==> src/rtl/inverse_interpolation.sv <==
// rtl/inverse_interpolation.sv - inverse linear interpolation: x from y via shift-add multiply and restoring divide
module inverse_interpolation #(
  parameter int DATA_WIDTH = 128,
  parameter int FRAC_BITS  = 16
) (
  input  logic                                 clk,
  input  logic                                 reset_n,
  input  logic                                 start,
  input  logic [DATA_WIDTH-1:0]                pt0,
  input  logic [DATA_WIDTH-1:0]                pt1,
  input  logic [DATA_WIDTH/2-1:0]              y_in,
  output logic                                 busy,
  output logic                                 done,
  output logic                                 err,
  output logic [DATA_WIDTH/2+FRAC_BITS-1:0]    x_out
);

  localparam int HW    = DATA_WIDTH / 2;
  localparam int QW    = HW + FRAC_BITS;
  localparam int CNT_W = $clog2(QW);

  typedef enum logic [2:0] {S_IDLE, S_PREP, S_MUL, S_DIV, S_FIN} state_t;

  state_t state, state_next;

  logic [HW-1:0]    x0_r, y0_r, x1_r, y1_r, yq_r;
  logic [HW-1:0]    dy_r;
  logic             err_flag_r;
  logic [HW-1:0]    err_val_r;
  logic [2*HW-1:0]  mul_acc, mul_mcand;
  logic [HW-1:0]    mul_mplier;
  logic [HW-1:0]    div_rem;
  logic [QW-1:0]    div_sh;
  logic [CNT_W-1:0] cnt;

  logic [HW-1:0]    dx_c, dy_c, dn_c, prep_val;
  logic             y_up, beyond_y0, beyond_y1, prep_err;
  logic [2*HW-1:0]  acc_next;
  logic [HW:0]      trial;
  logic             div_ge;
  logic [HW-1:0]    rem_next;

  assign busy = (state != S_IDLE);

  // Segment geometry and error classification, evaluated from the latched operands in PREP.
  always_comb begin
    dx_c      = x1_r - x0_r;
    y_up      = (y1_r >= y0_r);
    dy_c      = y_up ? (y1_r - y0_r) : (y0_r - y1_r);
    dn_c      = (yq_r >= y0_r) ? (yq_r - y0_r) : (y0_r - yq_r);
    beyond_y0 = y_up ? (yq_r < y0_r) : (yq_r > y0_r);
    beyond_y1 = y_up ? (yq_r > y1_r) : (yq_r < y1_r);
    prep_err  = 1'b0;
    prep_val  = x0_r;
    if (x1_r < x0_r) begin
      prep_err = 1'b1;
    end else if (dy_c == '0) begin
      prep_err = 1'b1;
    end else if (beyond_y0) begin
      prep_err = 1'b1;
    end else if (beyond_y1) begin
      prep_err = 1'b1;
      prep_val = x1_r;
    end
  end

  // Remainder stays below dy, so the low HW bits of the modular subtraction are exact.
  always_comb begin
    acc_next = mul_mplier[0] ? (mul_acc + mul_mcand) : mul_acc;
    trial    = {div_rem, div_sh[QW-1]};
    div_ge   = (trial >= {1'b0, dy_r});
    rem_next = div_ge ? (trial[HW-1:0] - dy_r) : trial[HW-1:0];
  end

  always_ff @(posedge clk or negedge reset_n) begin
    if (!reset_n) state <= S_IDLE;
    else          state <= state_next;
  end

  always_comb begin
    state_next = state;
    case (state)
      S_IDLE: if (start) state_next = S_PREP;
      S_PREP: state_next = prep_err ? S_FIN : S_MUL;
      S_MUL:  if (cnt == CNT_W'(HW - 1)) state_next = S_DIV;
      S_DIV:  if (cnt == CNT_W'(QW - 1)) state_next = S_FIN;
      S_FIN:  state_next = S_IDLE;
      default: state_next = S_IDLE;
    endcase
  end

  always_ff @(posedge clk or negedge reset_n) begin
    if (!reset_n) begin
      x0_r       <= '0;
      y0_r       <= '0;
      x1_r       <= '0;
      y1_r       <= '0;
      yq_r       <= '0;
      dy_r       <= '0;
      err_flag_r <= 1'b0;
      err_val_r  <= '0;
      mul_acc    <= '0;
      mul_mcand  <= '0;
      mul_mplier <= '0;
      div_rem    <= '0;
      div_sh     <= '0;
      cnt        <= '0;
      done       <= 1'b0;
      err        <= 1'b0;
      x_out      <= '0;
    end else begin
      done <= 1'b0;
      case (state)
        S_IDLE: begin
          if (start) begin
            x0_r <= pt0[DATA_WIDTH-1:HW];
            y0_r <= pt0[HW-1:0];
            x1_r <= pt1[DATA_WIDTH-1:HW];
            y1_r <= pt1[HW-1:0];
            yq_r <= y_in;
          end
        end
        S_PREP: begin
          dy_r       <= dy_c;
          mul_acc    <= '0;
          mul_mcand  <= {{HW{1'b0}}, dx_c};
          mul_mplier <= dn_c;
          cnt        <= '0;
          err_flag_r <= prep_err;
          err_val_r  <= prep_val;
        end
        S_MUL: begin
          mul_acc    <= acc_next;
          mul_mcand  <= mul_mcand << 1;
          mul_mplier <= mul_mplier >> 1;
          if (cnt == CNT_W'(HW - 1)) begin
            // Upper quotient bits are provably zero, so the top half of P seeds the remainder.
            cnt     <= '0;
            div_rem <= acc_next[2*HW-1:HW];
            div_sh  <= {acc_next[HW-1:0], {FRAC_BITS{1'b0}}};
          end else begin
            cnt <= cnt + CNT_W'(1);
          end
        end
        S_DIV: begin
          div_rem <= rem_next;
          div_sh  <= {div_sh[QW-2:0], div_ge};
          cnt     <= cnt + CNT_W'(1);
        end
        S_FIN: begin
          done <= 1'b1;
          err  <= err_flag_r;
          if (err_flag_r) x_out <= {err_val_r, {FRAC_BITS{1'b0}}};
          else            x_out <= {x0_r, {FRAC_BITS{1'b0}}} + div_sh;
        end
        default: ;
      endcase
    end
  end

endmodule

==> config.mk <==
export PLATFORM = sky130hd
export DESIGN_NAME = inverse_interpolation
export DESIGN_NICKNAME = d
export VERILOG_FILES = /design/src/rtl/inverse_interpolation.sv
export SDC_FILE = /design/constraint.sdc
export NUM_CORES = 2
export LEC_CHECK = 0
export BUFFER_PORTS_ARGS = -buffer_cell sky130_fd_sc_hd__buf_2
export CAP_MARGIN = 20
export CORE_ASPECT_RATIO = 0.7
export CORE_MARGIN = 1.5
export CORE_UTILIZATION = 27
export CTS_BUF_LIST = sky130_fd_sc_hd__clkbuf_4
export DETAILED_ROUTE_END_ITERATION = 10
export RECOVER_POWER = 50
export SLEW_MARGIN = 20
export SYNTH_ARGS = -nofsm -noshare
export SYNTH_HDL_FRONTEND = slang
export SYNTH_SLANG_ARGS = --single-unit
==> constraint.sdc <==
create_clock -name clk -period 4.7 [get_ports clk]
set_input_delay 0.235 -clock clk [delete_from_list [all_inputs] [get_ports clk]]
set_output_delay 0.235 -clock clk [all_outputs]
set_load 0.05 [all_outputs]
Yosys cells after proc, flatten, opt, wreduce, memory -nomap -nowiden

Cells that the tools add are included.

Add/subtract/negate cells: 9
Multipliers: 0
Divide/modulo/power cells: 0
Magnitude comparators: 8
Equality and inequality tests: 9
Shift-type cells: 0
Multiplexer cells: 30
Bitwise logic cells: 0
Reductions and logical operators: 9

Operators by type and width:

| cell                | number |
|---|---|
| $mux 64             | 8 |
| $pmux 128 s2        | 2 |
| $sub 64x64->64      | 6 |
| $pmux 64 s2         | 2 |
| $lt 64x64->1        | 3 |
| $mux 80             | 2 |
| $pmux 80 s2         | 1 |
| $add 128x128->128   | 1 |
| $ge 64x64->1        | 2 |
| $gt 64x64->1        | 2 |
| $mux 128            | 1 |
| $add 80x80->80      | 1 |
| $ge 65x64->1        | 1 |
| $logic_not 64->1    | 1 |
| $pmux 7 s3          | 1 |
| $mux 3              | 4 |
| $pmux 3 s4          | 1 |
| $add 7x1->7 const B | 1 |
| $eq 7x6->1 const B  | 1 |
| $eq 7x7->1 const B  | 1 |
| $mux 1              | 7 |
| $mux 7              | 1 |
| $eq 3x2->1 const B  | 2 |
| $ne 2x2->1 const B  | 3 |
| 7 further kinds     | 10 |

Bits in registers: 1,005
Bits in latches: 0
Bits in writable memories: 0
Bits in read-only memories: 0
Output and inout bits: 83
Word-level logic and storage cells: 83
Memories: 0

Logic depth before layout (Yosys ltp)

Depth in word-level cells: 8
Depth in mapped cells: 23

Least setup slack after synthesis

OpenSTA, ideal clock, no wires.

Kind: register -> register
Start: register y0_r[2]
End: register err_val_r[10]
Setup time: 0.121 ns
Arrival time: 4.452 ns
Data required time: 4.579 ns
Slack: 0.127 ns
Cell stages (with the launch flop): 23
Buffers on the path: 5
Cells stage by stage: dfrtp_1 > inv_1 > ha_1 > buf_6 > nor2b_4 > o21ba_1 > o21a_1 > or3_4 > a41oi_2 > a21oi_2 > o21ai_1 > buf_6 > buf_6 > mux2i_1 > xor2_1 > nand4_1 > or4_4 > nor4_4 > and4_4 > buf_12 > buf_12 > o41ai_1 > o22a_1

Longest elaborated chain between the ends: 6
Elaborated cells between the ends (all ways): 13
Classes of those cells: add/sub: 2; order compare: 3; mux: 7; reduce/logical: 1

Ends and longest elaborated chain:

| element                                                                | RTL line | text |
|---|---|---|
| from (decl)                                                            | 26       | `logic [HW-1:0] x0_r, y0_r, x1_r, y1_r, yq_r;` |
| from (signal assigned)                                                 | 117      | `y0_r <= pt0[HW-1:0];` |
| parallel branches: the longest is 4 deep, another holds $sub 64x64->64 | --       |  |
| $mux 64 *                                                              | 57       | `end else if (dy_c == '0) begin` |
| $mux 64 *                                                              | 55       | `if (x1_r < x0_r) begin` |
| to (signal assigned)                                                   | 130      | `err_val_r <= prep_val;` |
| to (decl)                                                              | 29       | `logic [HW-1:0] err_val_r;` |

Every way passes the cells marked *.
A chain may end at the register's enable or synchronous reset.

Final worst setup path

Start: register y0_r[29]
End: register err_val_r[6]

The elaborated chain is that of the path after synthesis.

==> results.yml <==
die:
  pin_count: 406
  die_w_um: 637
  rows: 162
  die_area_um2: 285000
  start_util_pct: 27.2
  die_h_um: 447
  core-area_um2: 279000
yosys:
  syn-cell-area_um2: 76000
  syn_inst: 9240
  synth-seq-cells: 1005
  postSynth.asyncResetShare_pct: 100
  synth_fp_nets: 10200
  yosysWarningCount: 0
  yosysSeqAreaShare_pct: 33.1
  ys.flop_type: "dfrtp_1"
  synthDistinctLibCells: 100
  avgSynthCellArea_um2: 8.22
  synth_edf_count: 0
clock_tree:
  cts_max_level: 5
  root_buffer: "clkbuf_4"
  clkSinkCount: 1005
  cts_max_path_buffers: 4
  clock_latency_ns: 1.32
  cts_tree: "done"
  clkTransAtPathRegs_ns: 0.07
  numCtsBuffers: 295
critical_path:
  cp.arrival_ns: 6.45
  crit_buf_inv: 8
  critical_path.cell_chain: "inv_1 -> ha_1 -> nand4_4 -> buf_4 -> nor4_2 -> buf_4 -> a32o_1 -> a41oi_4 -> a21oi_4 -> o21a_4 -> buf_4 -> buf_6 -> mux2i_2 -> xnor2_1 -> nand4_1 -> or4_4 -> nor4_4 -> and4_4 -> buf_12 -> buf_12 -> buf_16 -> o41ai_1 -> o22a_1"
  slowest_stage: "or4_4"
  crit_fanout: 6
  cpLargestDelayFamily: "simple AND/OR/NAND/NOR gates"
  max_stage_delay_ns: 0.53
  cp_data_required_time_ns: 5.77
  worstSetupPathType: "reg2reg"
  crit_top_cell: "buf_4"
  end_kind: "flop"
  critPathLaunchType: "flop"
global_route:
  grt_pass1_wl_um: 516000
  overflow: 0
  track_usage_pct: 23.7
  grt_max_degree: 179
  antenna_found_initial: 36
  first_global_vias: 80200
timing:
  setup_viol: 67
  maxSlewHeadroom_pct: -91.3
  post-route-period-util_pct: 114
  period_needed_ns: 5.38
  rsz0062_at_grt: "true"
  tns_ns: -38.66
  fin_skew_ns: 0.204
  finalHoldViolCount: 0
  hold_ws_ns: 0.180
  setup_ws_ns: -0.679
  max_freq_ghz: 0.186
  slew_violations: 613
  worst_pin_slew_ns: 2.87
route:
  route.final.wire_length_um: 352000
  wl_per_cell_um: 22.5
  antenna_left: 0
  dr.max_layer_used: "met5"
  m1WireLength_um: 161000
  vias: 83100
  drt_iter0_markers: 8288
  wl_met2_um: 142000
  drtPass1Iterations: 9
  avgViaCountPerCell: 5.30
  drc: 0
  wl_met3_um: 33000
status:
  status: "complete, but fails checks"
  violations: "max-capacitance violations, max-slew violations, negative setup slack"
place:
  gp_congestion: 1.06
  port_buffers: 405
  dpl.hpwl_um: 260000
  post_dp_cell_area_um2: 91800
flow_run:
  cap_violations: 9
layout:
  area_growth_pct: 40.8
  final_area_um2: 107000
  drive_gt1_share_pct: 22.9
  utilization_pct: 38.3
  finalNetCount: 12700
hold_path:
  hold_class: "in2reg"
==> area by class of cell <==
type,count,area [um2]
diodes,30,75.1
flip-flops and latches,1005,25200
multi-input cells,7137,48500
clock buffers,403,3030
repair buffers,2788,23000
clock inverters,78,508
well taps,3690,4620
inverters,551,2070
fillers,28100,172000
==> registers in the layout, indices dropped and copies added, names as in the netlist, 7 cells and up <==
name,flops
mul_mcand,128
cnt,7
y0_r,64
mul_acc,128
div_sh,80
err_val_r,64
yq_r,64
x1_r,64
dy_r,64
div_rem,64
mul_mplier,64
y1_r,64
x_out,80
x0_r,64
==> routing by layer <==
| layer | vias to the layer above | GRT usage [%] |
|---|---|---|
| met5 | - | 0.355 |
| met4 | 22 | 9.64 |
| met3 | 888 | 6.12 |
| met2 | 3603 | 33.6 |
| met1 | 40100 | 33.7 |
| li1 | 38500 | - |
==> per-stage QoR <==
stage,worst slack (ns),cells
2_1_floorplan,0.127,9240
3_3_place_gp,-0.657,14200
3_5_place_dp,-0.752,14200
4_1_cts,-0.560,15600
5_1_grt,-0.795,15700
6_report,-0.679,15700
==> tightest hold or removal path, cell delays in order <==
cell and delay (ns):
dlygate4sd3_1 0.55, buf_2 0.11, nand2_1 0.22, o21ai_0 0.15
==> Yosys cell counts, drive strengths merged, types with 29 or more instances <==
cell type / n / share of area, %
nor3: 81 / 0.55
nand3: 99 / 0.66
nor2b: 82 / 0.69
a21o: 339 / 3.4
nand2: 1107 / 5.5
a22o: 127 / 1.5
inv: 550 / 2.7
o21bai: 136 / 1.3
mux2i: 170 / 2.2
o21ai: 1225 / 8.1
o211ai: 76 / 0.75
and2: 34 / 0.28
a21boi: 29 / 0.29
a22oi: 128 / 1.3
xor2: 167 / 1.9
nor2: 448 / 2.2
a21oi: 858 / 5.7
o22a: 61 / 0.70
o31ai: 52 / 0.51
a31oi: 127 / 1.0
dfrtp: 1005 / 33
a211oi: 73 / 0.73
nand4: 156 / 1.3
o41ai: 67 / 0.78
buf: 89 / 0.86
nand2b: 119 / 0.98
o21a: 75 / 0.74
ha: 637 / 10
clkbuf: 458 / 2.3
xnor2: 246 / 2.8
and3: 50 / 0.41
==> cells in the final DEF (no fill, tap or decap), types with 50 or more instances in the layout <==
master         instances
inv_1                537
dfrtp_1             1001
a31oi_1              103
dlygate4sd3_1        843
nor2_1               439
buf_2                404
nand2_1             1095
buf_4               1428
nand4_1              153
ha_1                 608
nand3_1               94
mux2i_1              162
clkbuf_4             406
nand2b_1             116
a21o_1               337
o21ai_0             1172
o211ai_1              76
o41ai_1               50
a22o_1               126
nor2b_1               77
o22a_1                61
o21a_1                73
a22oi_1              127
xor2_1               164
o21bai_1             133
a211oi_1              58
xnor2_1              240
nor3_1                74
a21oi_1              815
clkinv_1              50
==> kinds of logic (layout without fill, tap and decap cells) <==
logic type,after synthesis,count (layout),synth area share (%)
compound gates,3583,3583,29.2
xor+xnor,413,413,4.76
buf+inv,1098,3820,5.85
simple gates,2311,2311,13.9
other cells,0,30,0
fa+ha+maj,645,645,10.7
flops,1005,1005,33.1
mux,185,185,2.46
==> timing repair <==
action | in CTS | in global routing
gates cloned | 13 | 5
hold endpoints to repair | 1323 | 0
pin swaps | 49 | 117
gates resized for setup | 152 | 288
endpoints found under the setup margin | 124 | 187
setup buffers | 48 | 34
hold buffers | 844 | 0
==> path summary, 6_finish.rpt <==
path,cells past startpoint,slack [ns],to,startpoint
setup reg to reg,23,-0.68,err_val_r[6]$_DFFE_PN0P_,y0_r[29]$_DFFE_PN0P_
setup / recovery,23,-0.68,err_val_r[6]$_DFFE_PN0P_,y0_r[29]$_DFFE_PN0P_
min in group asynchronous,4,1.69,yq_r[19]$_DFFE_PN0P_,reset_n
max in group asynchronous,5,0.23,mul_acc[50]$_DFFE_PN0P_,reset_n
hold / removal,4,0.18,yq_r[56]$_DFFE_PN0P_,y_in[56]
hold reg to reg,2,0.42,div_sh[4]$_DFFE_PN0P_,div_sh[3]$_DFFE_PN0P_
Power is left out: the tool's default activity adds up to more than one toggle a clock period on the data nets, which glitch-free logic cannot reach.
